==> config.mk <==
export PLATFORM = sky130hd
export DESIGN_NAME = dac_spi_tx
export DESIGN_NICKNAME = d
export VERILOG_FILES = /design/src/rtl/dac_spi_tx.sv
export SDC_FILE = /design/constraint.sdc
export NUM_CORES = 1
export LEC_CHECK = 0
export ABC_CLOCK_PERIOD_IN_PS = 2500
export CAP_MARGIN = 20
export CORE_MARGIN = 3
export CORE_UTILIZATION = 30
export CTS_CLUSTER_DIAMETER = 30
export DETAILED_ROUTE_END_ITERATION = 6
export PLACE_DENSITY_LB_ADDON = 0.12
export SETUP_SLACK_MARGIN = 0.3
export SLEW_MARGIN = 0
export SYNTH_ARGS = -nofsm -noshare
export SYNTH_HDL_FRONTEND = slang
export SYNTH_SLANG_ARGS = --single-unit
==> constraint.sdc <==
create_clock -name clk -period 2.5 [get_ports clk]
set_clock_uncertainty 0.2 [all_clocks]
set_input_delay 0.375 -clock clk [delete_from_list [all_inputs] [get_ports clk]]
set_output_delay 0.375 -clock clk [all_outputs]
set_load 0.1 [all_outputs]
==> src/rtl/dac_spi_tx.sv <==
// Serialises 12-bit samples into a 16-bit SYNC/SCLK/DIN frame for a DAC121S101-style DAC.
// SCLK is derived from clk by a divider; all outputs are registered.
module dac_spi_tx #(
  parameter int unsigned CLK_DIV = 4,
  parameter logic [1:0]  PD_MODE = 2'b00
) (
  input  logic        clk,
  input  logic        reset,
  input  logic        start,
  input  logic [11:0] data_in,
  output logic        busy,
  output logic        tx_done_tick,
  output logic        SCLK,
  output logic        SYNC,
  output logic        DIN
);

  // state  | meaning
  // IDLE   | waiting for start, SYNC/SCLK high
  // SHIFT  | SYNC low, 32 SCLK half-periods, DIN changes on SCLK rise
  // FINISH | SYNC high hold of CLK_DIV clocks before the done tick
  typedef enum logic [1:0] {IDLE, SHIFT, FINISH} state_t;

  localparam logic [7:0] DIV_TC = 8'(CLK_DIV - 1);

  state_t      state, state_n;
  logic [7:0]  div, div_n;
  logic [4:0]  bit_cnt, bit_cnt_n;
  logic [15:0] shreg, shreg_n;
  logic [15:0] frame;
  logic        sclk_n, sync_n, din_n, busy_n, done_n;
  logic        div_tc;

  assign frame  = {2'b00, PD_MODE, data_in};
  assign div_tc = (div == DIV_TC);

  always_ff @(posedge clk or posedge reset) begin
    if (reset) begin
      state        <= IDLE;
      div          <= '0;
      bit_cnt      <= '0;
      shreg        <= '0;
      SCLK         <= 1'b1;
      SYNC         <= 1'b1;
      DIN          <= 1'b0;
      busy         <= 1'b0;
      tx_done_tick <= 1'b0;
    end else begin
      state        <= state_n;
      div          <= div_n;
      bit_cnt      <= bit_cnt_n;
      shreg        <= shreg_n;
      SCLK         <= sclk_n;
      SYNC         <= sync_n;
      DIN          <= din_n;
      busy         <= busy_n;
      tx_done_tick <= done_n;
    end
  end

  always_comb begin
    state_n   = state;
    div_n     = div;
    bit_cnt_n = bit_cnt;
    shreg_n   = shreg;
    sclk_n    = SCLK;
    sync_n    = SYNC;
    din_n     = DIN;
    busy_n    = busy;
    done_n    = 1'b0;

    case (state)
      IDLE: begin
        if (start) begin
          shreg_n   = frame;
          sync_n    = 1'b0;
          din_n     = frame[15];
          sclk_n    = 1'b1;
          busy_n    = 1'b1;
          bit_cnt_n = '0;
          div_n     = '0;
          state_n   = SHIFT;
        end
      end

      SHIFT: begin
        if (div_tc) begin
          div_n  = '0;
          sclk_n = ~SCLK;
          // SCLK low now means this toggle is a rising edge
          if (!SCLK) begin
            bit_cnt_n = bit_cnt + 5'd1;
            if (bit_cnt == 5'd15) begin
              sync_n  = 1'b1;
              din_n   = 1'b0;
              state_n = FINISH;
            end else begin
              shreg_n = {shreg[14:0], 1'b0};
              din_n   = shreg[14];
            end
          end
        end else begin
          div_n = div + 8'd1;
        end
      end

      FINISH: begin
        if (div_tc) begin
          div_n   = '0;
          done_n  = 1'b1;
          busy_n  = 1'b0;
          state_n = IDLE;
        end else begin
          div_n = div + 8'd1;
        end
      end

      default: state_n = IDLE;
    endcase
  end

endmodule

==> results of run 1 <==
-- cells by family after synthesis --
family	share of synthesized area
mux	0.0711
simple gates	0.215
flops	0.390
fa+ha+maj	0.0333
xor+xnor	0.0194
buf+inv	0.0805
compound gates	0.191
-- cell type report --
| type | instances | area share |
|---|---|---|
| Timing Repair Buffer | 45 | 0.140 |
| Clock inverter | 1 | 0.0107 |
| Multi-Input combinational cell | 179 | 0.452 |
| Sequential cell | 35 | 0.314 |
| Clock buffer | 7 | 0.0272 |
| Tap cell | 96 | 0.0429 |
| Inverter | 10 | 0.0134 |
-- worst paths after layout --
kind	startpoint	to	cells past startpoint
worst max-delay path	bit_cnt[1]	shreg[5]	7
worst min-delay path	reset	shreg[2]	3
worst max register to register	bit_cnt[1]	shreg[5]	7
worst min register to register	shreg[11]	shreg[12]	2
max in group asynchronous	reset	bit_cnt[1]	3
min in group clk	shreg[11]	shreg[12]	2
-- synth_stat cells, types with 6 or more instances --
master	count	area, um^2
or3_1	9	56.3
dfrtp_1	33	826
a221oi_1	10	87.6
mux2i_1	16	160
ha_1	6	75.1
buf_6	6	67.6
nor2_1	21	78.8
o22ai_1	11	68.8
o21ai_0	11	55.1
inv_1	9	33.8
a21oi_1	9	45.0
nand2_1	22	82.6
-- cell usage in the layout (no fill, tap or decap), types with 4 or more instances in the layout --
cell type and count:
dfrtp_1 32, buf_4 28, nand2_1 22, nor2_1 21
mux2i_1 15, clkdlybuf4s50_1 14, o21ai_0 11, o22ai_1 11
inv_1 9, a21oi_1 9, or3_1 9, a221oi_1 8
nor3_1 5, nand3_1 5, xnor2_1 5, clkbuf_8 5
a31oi_1 4
-- power by group through the flow --
stage          registers (uW)  clock network (uW)  logic (uW)
2_1_floorplan             577                   0        18.3
5_1_grt                   566                 558        55.2
4_1_cts                   566                 528        51.3
3_3_place_gp              577                   0        51.4
6_report                  566                 516        50.2
3_5_place_dp              577                   0        50.7
-- metal layers --
layer  vias up  GRT usage  part of all wire
met5         -          0                 0
met4         0     0.0476             0.013
met3         7     0.0341             0.038
met2        27      0.226              0.46
met1       933      0.196              0.49
li1        956          -                 -
-- repair_timing --
| item | in CTS | in global routing |
|---|---|---|
| setup endpoints to repair | 18 | 22 |
| cloned | 1 | 0 |
| pin swaps | 3 | 5 |
| buffers inserted | 6 | 2 |
| gates resized for setup | 4 | 15 |
-- state kept, by name, indices dropped and copies added, names as in the netlist --
name,count
busy,1
bit_cnt,5
SYNC,1
DIN,1
shreg,15
SCLK,1
tx_done_tick,1
state,2
div,8
-- worst min-delay path: cells and delay by family --
family                 cells  cell delay [ps]
buffers and inverters      3              850
-- per-stage QoR --
step                      hold WS, ps  setup slack (ps)  cell area (um^2)  power [uW]   util
after floorplan                   250               395              2250         595      -
after global placement            271               198              2540         628  0.362
after detailed placement          279               203              2540         628  0.362
after CTS                         295               322              2720        1140  0.387
after global routing              330               310              2800        1180  0.399
final                             289               375              2800        1130  0.399
==> run_results.csv, run 1 <==
group,metric,value,unit
clock_tree,cts.path.max_buffers,2,
finish,multiInputGateArea,1270,um^2
place,dp_cells,356,
synthesis,synth-seq-area-share,0.390,
die,die_w,92.7,um
sta,rsz0062_at_grt,"no",
finish,instances_no_fill,373,
finish,ff_latch_area,880,um^2
sta,drv_slew,0,
critical_path,worstPathMaxFanout,14,
critical_path,crit_type,"reg -> reg",
die,die_area,8590,um^2
clock_tree,path_clk_slew,80,ps
finish,drive_above_1_share,0.224,
drt,drc,0,
finish,syn2layout_area_growth,24.3,%
drt,ant_nets,0,
pwr,ir_drop,0.291,mV
place,place_congestion,0.805,
drt,dr_total_vias,1923,
die,io_pins,20,
clock_tree,cts_made_buffers,5,
synthesis,ys.flop_type,"dfrtp_1",
global_routing,grt_max_degree,36,
sta,fmax,471,MHz
drt,vias_per_cell,5.16,
critical_path,crit_chain,"ha_2 -> and3_4 -> ha_2 -> buf_8 -> or3_2 -> mux2i_1 -> a221oi_2",
critical_path,path_buf_inv,1,
worst_hold_path,holdCritPathClass,"in -> async",
drt,wl,5880,um
global_routing,grt_pass1_wl,10000,um
finish,antenna_cells,0,
synthesis,synth_cells,238,
die,fp-row-count,30,
clock_tree,clkSinkCount,35,
synthesis,avgSynthCellArea,9.47,um^2
sta,slew_headroom,0.665,
finish,num-nets-final,297,
pwr,intPower,890,uW
clock_tree,cts_tree,"built",
pwr,power.density,404,nW/um^2
drt,dr.pass1.iters,4,
critical_path,max_stage_delay,440,ps
critical_path,crit_path_frequent_cell,"ha_2",
sta,min_period,2130,ps
critical_path,rrSetupSlack,370,ps
synthesis,synth_enable_flop_cells,0,
critical_path,crit_arrival,2100,ps
sta,tns,0,ps
drt,wl_per_cell,15.8,um
pwr,combPwrFrac,0.044,
sta,period_share,0.850,
sta,setup_viol,0,
clock_tree,clock_latency,290,ps
pwr,p_clk_frac,0.456,
clock_tree,ctsHoldBuffers,0,
die,die_y,92.7,um
sta,hold_violations,0,
pwr,p_seq_frac,0.500,
job,max-cap-violations,0,
critical_path,critPathLaunchType,"register",
synthesis,syn_area,2250,um^2
critical_path,worstSetupEndpointType,"register",
synthesis,ys_ff_latch,35,
pwr,netSwitchingPower,242,uW
synthesis,ys.warnings.count,0,
pwr,p_leak,0.00107,uW
clock_tree,root_buffer,"clkbuf_8",
die,fp.coreArea,7020,um^2
run_status,status,"finished, final reports clean",
critical_path,cpMaxStageDelayCell,"or3_2",
global_routing,gr-total-overflow,0,
synthesis,ys_types,54,
global_routing,antenna_found_initial,0,
sta,max_slew.worst_pin.slew,498,ps
global_routing,grt_usage,0.145,
critical_path,cp_top_family,"simple AND/OR/NAND/NOR gates",
die,start_util,0.321,
critical_path,cp.required,2480,ps
synthesis,syn_nets,259,
place,hpwl,3780,um
pwr,switching_share,0.214,
synthesis,async_flop_share,1.00,
place,io_buffer_count,19,
global_routing,grt_pass1_vias,2000,
clock_tree,h-tree-depth,2,
finish,fillers,736,
drt,dr.first_iter.drc_count,55,
(Power assumes the default switching activity.)
==> run 2: changes to the inputs <==
--- a/config.mk
+++ b/config.mk
@@ -11,8 +11,9 @@
 export CORE_UTILIZATION = 30
 export CTS_CLUSTER_DIAMETER = 30
 export DETAILED_ROUTE_END_ITERATION = 6
+export HOLD_SLACK_MARGIN = 0.15
 export PLACE_DENSITY_LB_ADDON = 0.12
-export SETUP_SLACK_MARGIN = 0.3
+export SETUP_SLACK_MARGIN = 0.02
 export SLEW_MARGIN = 0
 export SYNTH_ARGS = -nofsm -noshare
 export SYNTH_HDL_FRONTEND = slang
==> run_results.csv, run 2 (synthesis gave the netlist of run 1 again) <==
group,metric,value,unit
finish,fillers,747,
job,max-cap-violations,0,
critical_path,worstPathMaxFanout,8,
finish,num-nets-final,289,
clock_tree,path_clk_slew,80,ps
finish,multiInputGateArea,1200,um^2
critical_path,max_stage_delay,820,ps
drt,dr.first_iter.drc_count,104,
global_routing,grt_pass1_wl,9790,um
pwr,combPwrFrac,0.044,
finish,largest_register,"shreg",
run_status,status,"finished, final reports clean",
clock_tree,clkSinkCount,35,
sta,tns,0,ps
drt,drc,0,
pwr,netSwitchingPower,239,uW
die,die_area,8590,um^2
clock_tree,cts_made_buffers,5,
pwr,ir_drop,0.289,mV
critical_path,rrSetupSlack,210,ps
sta,drv_slew,0,
clock_tree,root_buffer,"clkbuf_8",
clock_tree,cts_tree,"built",
place,pre_cts_ws,203,ps
pwr,p_seq_frac,0.501,
drt,wl,5700,um
place,hpwl,3780,um
finish,syn2layout_area_growth,18.0,%
critical_path,worstSetupEndpointType,"register",
sta,hold_violations,0,
critical_path,crit_chain,"or4_1 -> nor2_4 -> mux2i_1 -> a221oi_1",
sta,slew_headroom,0.596,
sta,rsz0062_at_grt,"no",
finish,reg_top3,"shreg x15, div x8, bit_cnt x5",
pwr,intPower,890,uW
global_routing,grt_usage,0.140,
global_routing,gr-total-overflow,0,
die,fp.coreArea,7020,um^2
drt,wl_per_cell,15.6,um
clock_tree,cts_setup_buffers,0,
finish,drive_above_1_share,0.156,
finish,ff_latch_area,878,um^2
clock_tree,ctsResizeCount,0,
sta,min_period,2290,ps
critical_path,crit_arrival,2280,ps
clock_tree,h-tree-depth,2,
critical_path,cp_top_family,"simple AND/OR/NAND/NOR gates",
critical_path,critPathLaunchType,"register",
pwr,power.density,425,nW/um^2
die,io_pins,20,
place,io_buffer_count,19,
clock_tree,cts.path.max_buffers,2,
finish,final_common_cell,"dfrtp_1",
drt,dr_total_vias,1892,
die,start_util,0.321,
drt,vias_per_cell,5.18,
clock_tree,clock_latency,290,ps
drt,dr.pass1.iters,4,
sta,max_slew.worst_pin.slew,606,ps
critical_path,cpMaxStageDelayCell,"or4_1",
clock_tree,ctsHoldBuffers,0,
global_routing,grt_max_degree,36,
pwr,switching_share,0.212,
sta,fin_ws,206,ps
worst_hold_path,holdCritPathClass,"in -> async",
critical_path,path_buf_inv,0,
die,fp-row-count,30,
finish,antenna_cells,0,
pwr,p_clk_frac,0.455,
global_routing,antenna_found_initial,0,
sta,period_share,0.917,
sta,fmax,436,MHz
global_routing,grt_pass1_vias,1965,
sta,setup_viol,0,
drt,ant_nets,0,
place,place_congestion,0.805,
finish,final_cell_mix,"dfrtp_1, buf_4, nand2_1",
finish,largest_register_ffs,15,
die,die_w,92.7,um
die,die_y,92.7,um
critical_path,cp.required,2480,ps
critical_path,crit_type,"reg -> reg",
pwr,p_leak,0.00102,uW
[run 2: worst reg2reg max path, cell delays in order, from the launching register on]
cell	delay [ps]
dfrtp_1	420
or4_1	820
nor2_4	360
mux2i_1	110
a221oi_1	280
[run 2: per-layer routing]
layer / vias to the layer above / global-route usage / wire length [um]
li1: 944 / - / -
met1: 904 / 0.188 / 2800
met2: 35 / 0.219 / 2560
met3: 9 / 0.0349 / 241
met4: 0 / 0.0501 / 98
met5: - / 0 / 0
[run 2: cell type report]
| type | count | share of cell area |
|---|---|---|
| Clock inverter | 1 | 0.0113 |
| Sequential cell | 35 | 0.330 |
| Tap cell | 96 | 0.0452 |
| Inverter | 10 | 0.0141 |
| Multi-Input combinational cell | 179 | 0.453 |
| Clock buffer | 7 | 0.0287 |
| Timing Repair Buffer | 37 | 0.118 |
[run 2: metrics by stage]
stage / hold slack, ps / area [um^2] / instances / util / total power [uW]
floorplan: 250 / 2250 / 238 / - / 595
global placement: 271 / 2540 / 356 / 0.362 / 628
detailed placement: 279 / 2540 / 356 / 0.362 / 628
CTS: 297 / 2650 / 364 / 0.377 / 1140
global route: 333 / 2660 / 365 / 0.379 / 1170
finish: 285 / 2660 / 365 / 0.379 / 1130
[run 2: power by group through the flow]
| stage | logic, uW | clock network (uW) | registers, uW |
|---|---|---|---|
| floorplan | 18.3 | 0 | 577 |
| global placement | 51.4 | 0 | 577 |
| detailed placement | 50.7 | 0 | 577 |
| CTS | 51.1 | 528 | 566 |
| global route | 54.7 | 554 | 566 |
| finish | 49.2 | 514 | 566 |
[run 2: worst paths after layout]
path	start	cells past startpoint	end
min	reset	3	shreg[3]
max reg2reg	div[7]	4	shreg[10]
max	div[7]	4	shreg[10]
min in group clk	shreg[11]	2	shreg[12]
min reg2reg	shreg[11]	2	shreg[12]
max in group asynchronous	reset	3	SCLK
==> run 3: changes to the inputs <==
--- a/config.mk
+++ b/config.mk
@@ -12,7 +12,7 @@
 export CTS_CLUSTER_DIAMETER = 30
 export DETAILED_ROUTE_END_ITERATION = 6
 export HOLD_SLACK_MARGIN = 0.15
-export PLACE_DENSITY_LB_ADDON = 0.12
+export PLACE_DENSITY = 0.43
 export SETUP_SLACK_MARGIN = 0.02
 export SLEW_MARGIN = 0
 export SYNTH_ARGS = -nofsm -noshare
==> run_results.csv, run 3 (synthesis gave the netlist of run 1 again) <==
group,metric,value,unit
sta,min_period,2270,ps
place,dpl_cell_area,2540,um^2
drt,wl_per_cell,15.6,um
sta,fmax,440,MHz
finish,ff_latch_area,878,um^2
critical_path,cp.required,2490,ps
critical_path,crit_type,"reg -> reg",
pwr,netSwitchingPower,249,uW
finish,final_common_cell,"dfrtp_1",
finish,syn2layout_area_growth,16.6,%
drt,dr.first_iter.drc_count,93,
finish,antenna_cells,0,
critical_path,worstSetupEndpointType,"register",
sta,rsz0062_at_grt,"yes",
finish,largest_register,"shreg",
place,hpwl,3790,um
finish,fillers,733,
finish,multiInputGateArea,1200,um^2
sta,setup_viol,0,
finish,largest_register_ffs,15,
sta,slew_headroom,0.672,
pwr,ir_drop,0.191,mV
global_routing,antenna_found_initial,0,
drt,dr.pass1.iters,4,
clock_tree,cts.path.max_buffers,2,
sta,hold_violations,0,
drt,drc,0,
clock_tree,root_buffer,"clkbuf_8",
global_routing,grt_pass1_vias,1918,
pwr,combPwrFrac,0.048,
clock_tree,h-tree-depth,2,
sta,tns,0,ps
die,fp-row-count,30,
clock_tree,cts_made_buffers,5,
pwr,switching_share,0.241,
drt,wl,5650,um
pwr,power.density,392,nW/um^2
global_routing,gr-total-overflow,0,
finish,final_area,2630,um^2
finish,drive_above_1_share,0.158,
finish,reg_top3,"shreg x15, div x8, bit_cnt x5",
clock_tree,clock_latency,290,ps
global_routing,grt_usage,0.139,
global_routing,grt_max_degree,36,
sta,whs,296,ps
clock_tree,cts_tree,"built",
die,die_w,92.7,um
pwr,p_leak,0.00101,uW
global_routing,grt_pass1_wl,9600,um
die,die_area,8590,um^2
pwr,p_seq_frac,0.549,
clock_tree,clkSinkCount,35,
pwr,p_clk_frac,0.403,
worst_hold_path,holdCritPathClass,"in -> async",
job,max-cap-violations,0,
die,io_pins,20,
drt,ant_nets,0,
die,die_y,92.7,um
die,start_util,0.321,
sta,drv_slew,0,
run_status,status,"finished, final reports clean",
critical_path,crit_arrival,2260,ps
finish,final_cell_mix,"dfrtp_1, nand2_1, nor2_1",
place,io_buffer_count,19,
place,place_congestion,0.728,
pwr,intPower,782,uW
drt,dr_total_vias,1864,
die,fp.coreArea,7020,um^2
critical_path,critPathLaunchType,"register",
finish,num-nets-final,286,
sta,max_slew.worst_pin.slew,487,ps
critical_path,worstPathMaxFanout,12,
sta,period_share,0.910,
clock_tree,cts_setup_buffers,0,
clock_tree,path_clk_slew,80,ps
drt,vias_per_cell,5.15,
[run 3: changes by cell type in the layout (fill, tap and decap cells not counted)]
cell       delta
buf_4         -3
clkinv_2      +3
clkbuf_1      -2
buf_12        +1
bufinv_16     -1
mux2i_1       -1
mux2i_2       +1
nor2_4        -1
[run 3: layout make-up]
class	count	area share
Clock buffer	5	0.0262
Clock inverter	3	0.00571
Inverter	10	0.0143
Multi-Input combinational cell	178	0.456
Sequential cell	35	0.334
Tap cell	96	0.0457
Timing Repair Buffer	35	0.118
[run 3: worst paths after layout]
kind / cells after the start / from / endpoint / slack [ps]
min reg2reg: 2 / shreg[13] / shreg[14] / 300
max in group asynchronous: 3 / reset / SCLK / 1450
min: 3 / reset / shreg[3] / 300
max: 6 / div[0] / shreg[5] / 230
min in group clk: 2 / shreg[13] / shreg[14] / 300
max reg2reg: 6 / div[0] / shreg[5] / 230
[run 3: what timing repair did]
item	4_1_cts	5_1_grt
endpoints found under the setup margin	0	3
resized for setup	0	1
hold buffers	0	0
[run 3: routing by layer]
layer  track usage  vias to the layer above  share of wire
met3        0.0276                        7          0.026
li1              -                      938              -
met2         0.228                       18           0.45
met4        0.0403                        0          0.012
met5             0                        -              0
met1         0.186                      901           0.51
[run 3: power groups by stage]
stage	Sequential [uW]	Combinational [uW]	Clock [uW]
6_report	566	49.5	416
5_1_grt	566	54.0	454
4_1_cts	566	51.0	431
3_5_place_dp	577	50.6	0
3_3_place_gp	577	51.7	0
2_1_floorplan	577	18.3	0
[run 3: through the flow]
| stage | instances | power [uW] | worst slack (ps) | util |
|---|---|---|---|---|
| after floorplan | 238 | 595 | 395 | - |
| after global placement | 354 | 629 | 171 | 0.362 |
| after detailed placement | 354 | 627 | 181 | 0.362 |
| after CTS | 362 | 1050 | 168 | 0.374 |
| after global routing | 362 | 1070 | 0.660 | 0.374 |
| final | 362 | 1030 | 226 | 0.374 |
[run 3: worst max-delay path, cell delays in order, from the launching register on]
cell and delay, ps:
dfrtp_1 430, ha_1 230, or4b_1 450, buf_4 200, nor2_8 240, mux2i_1 120, a221oi_1 290
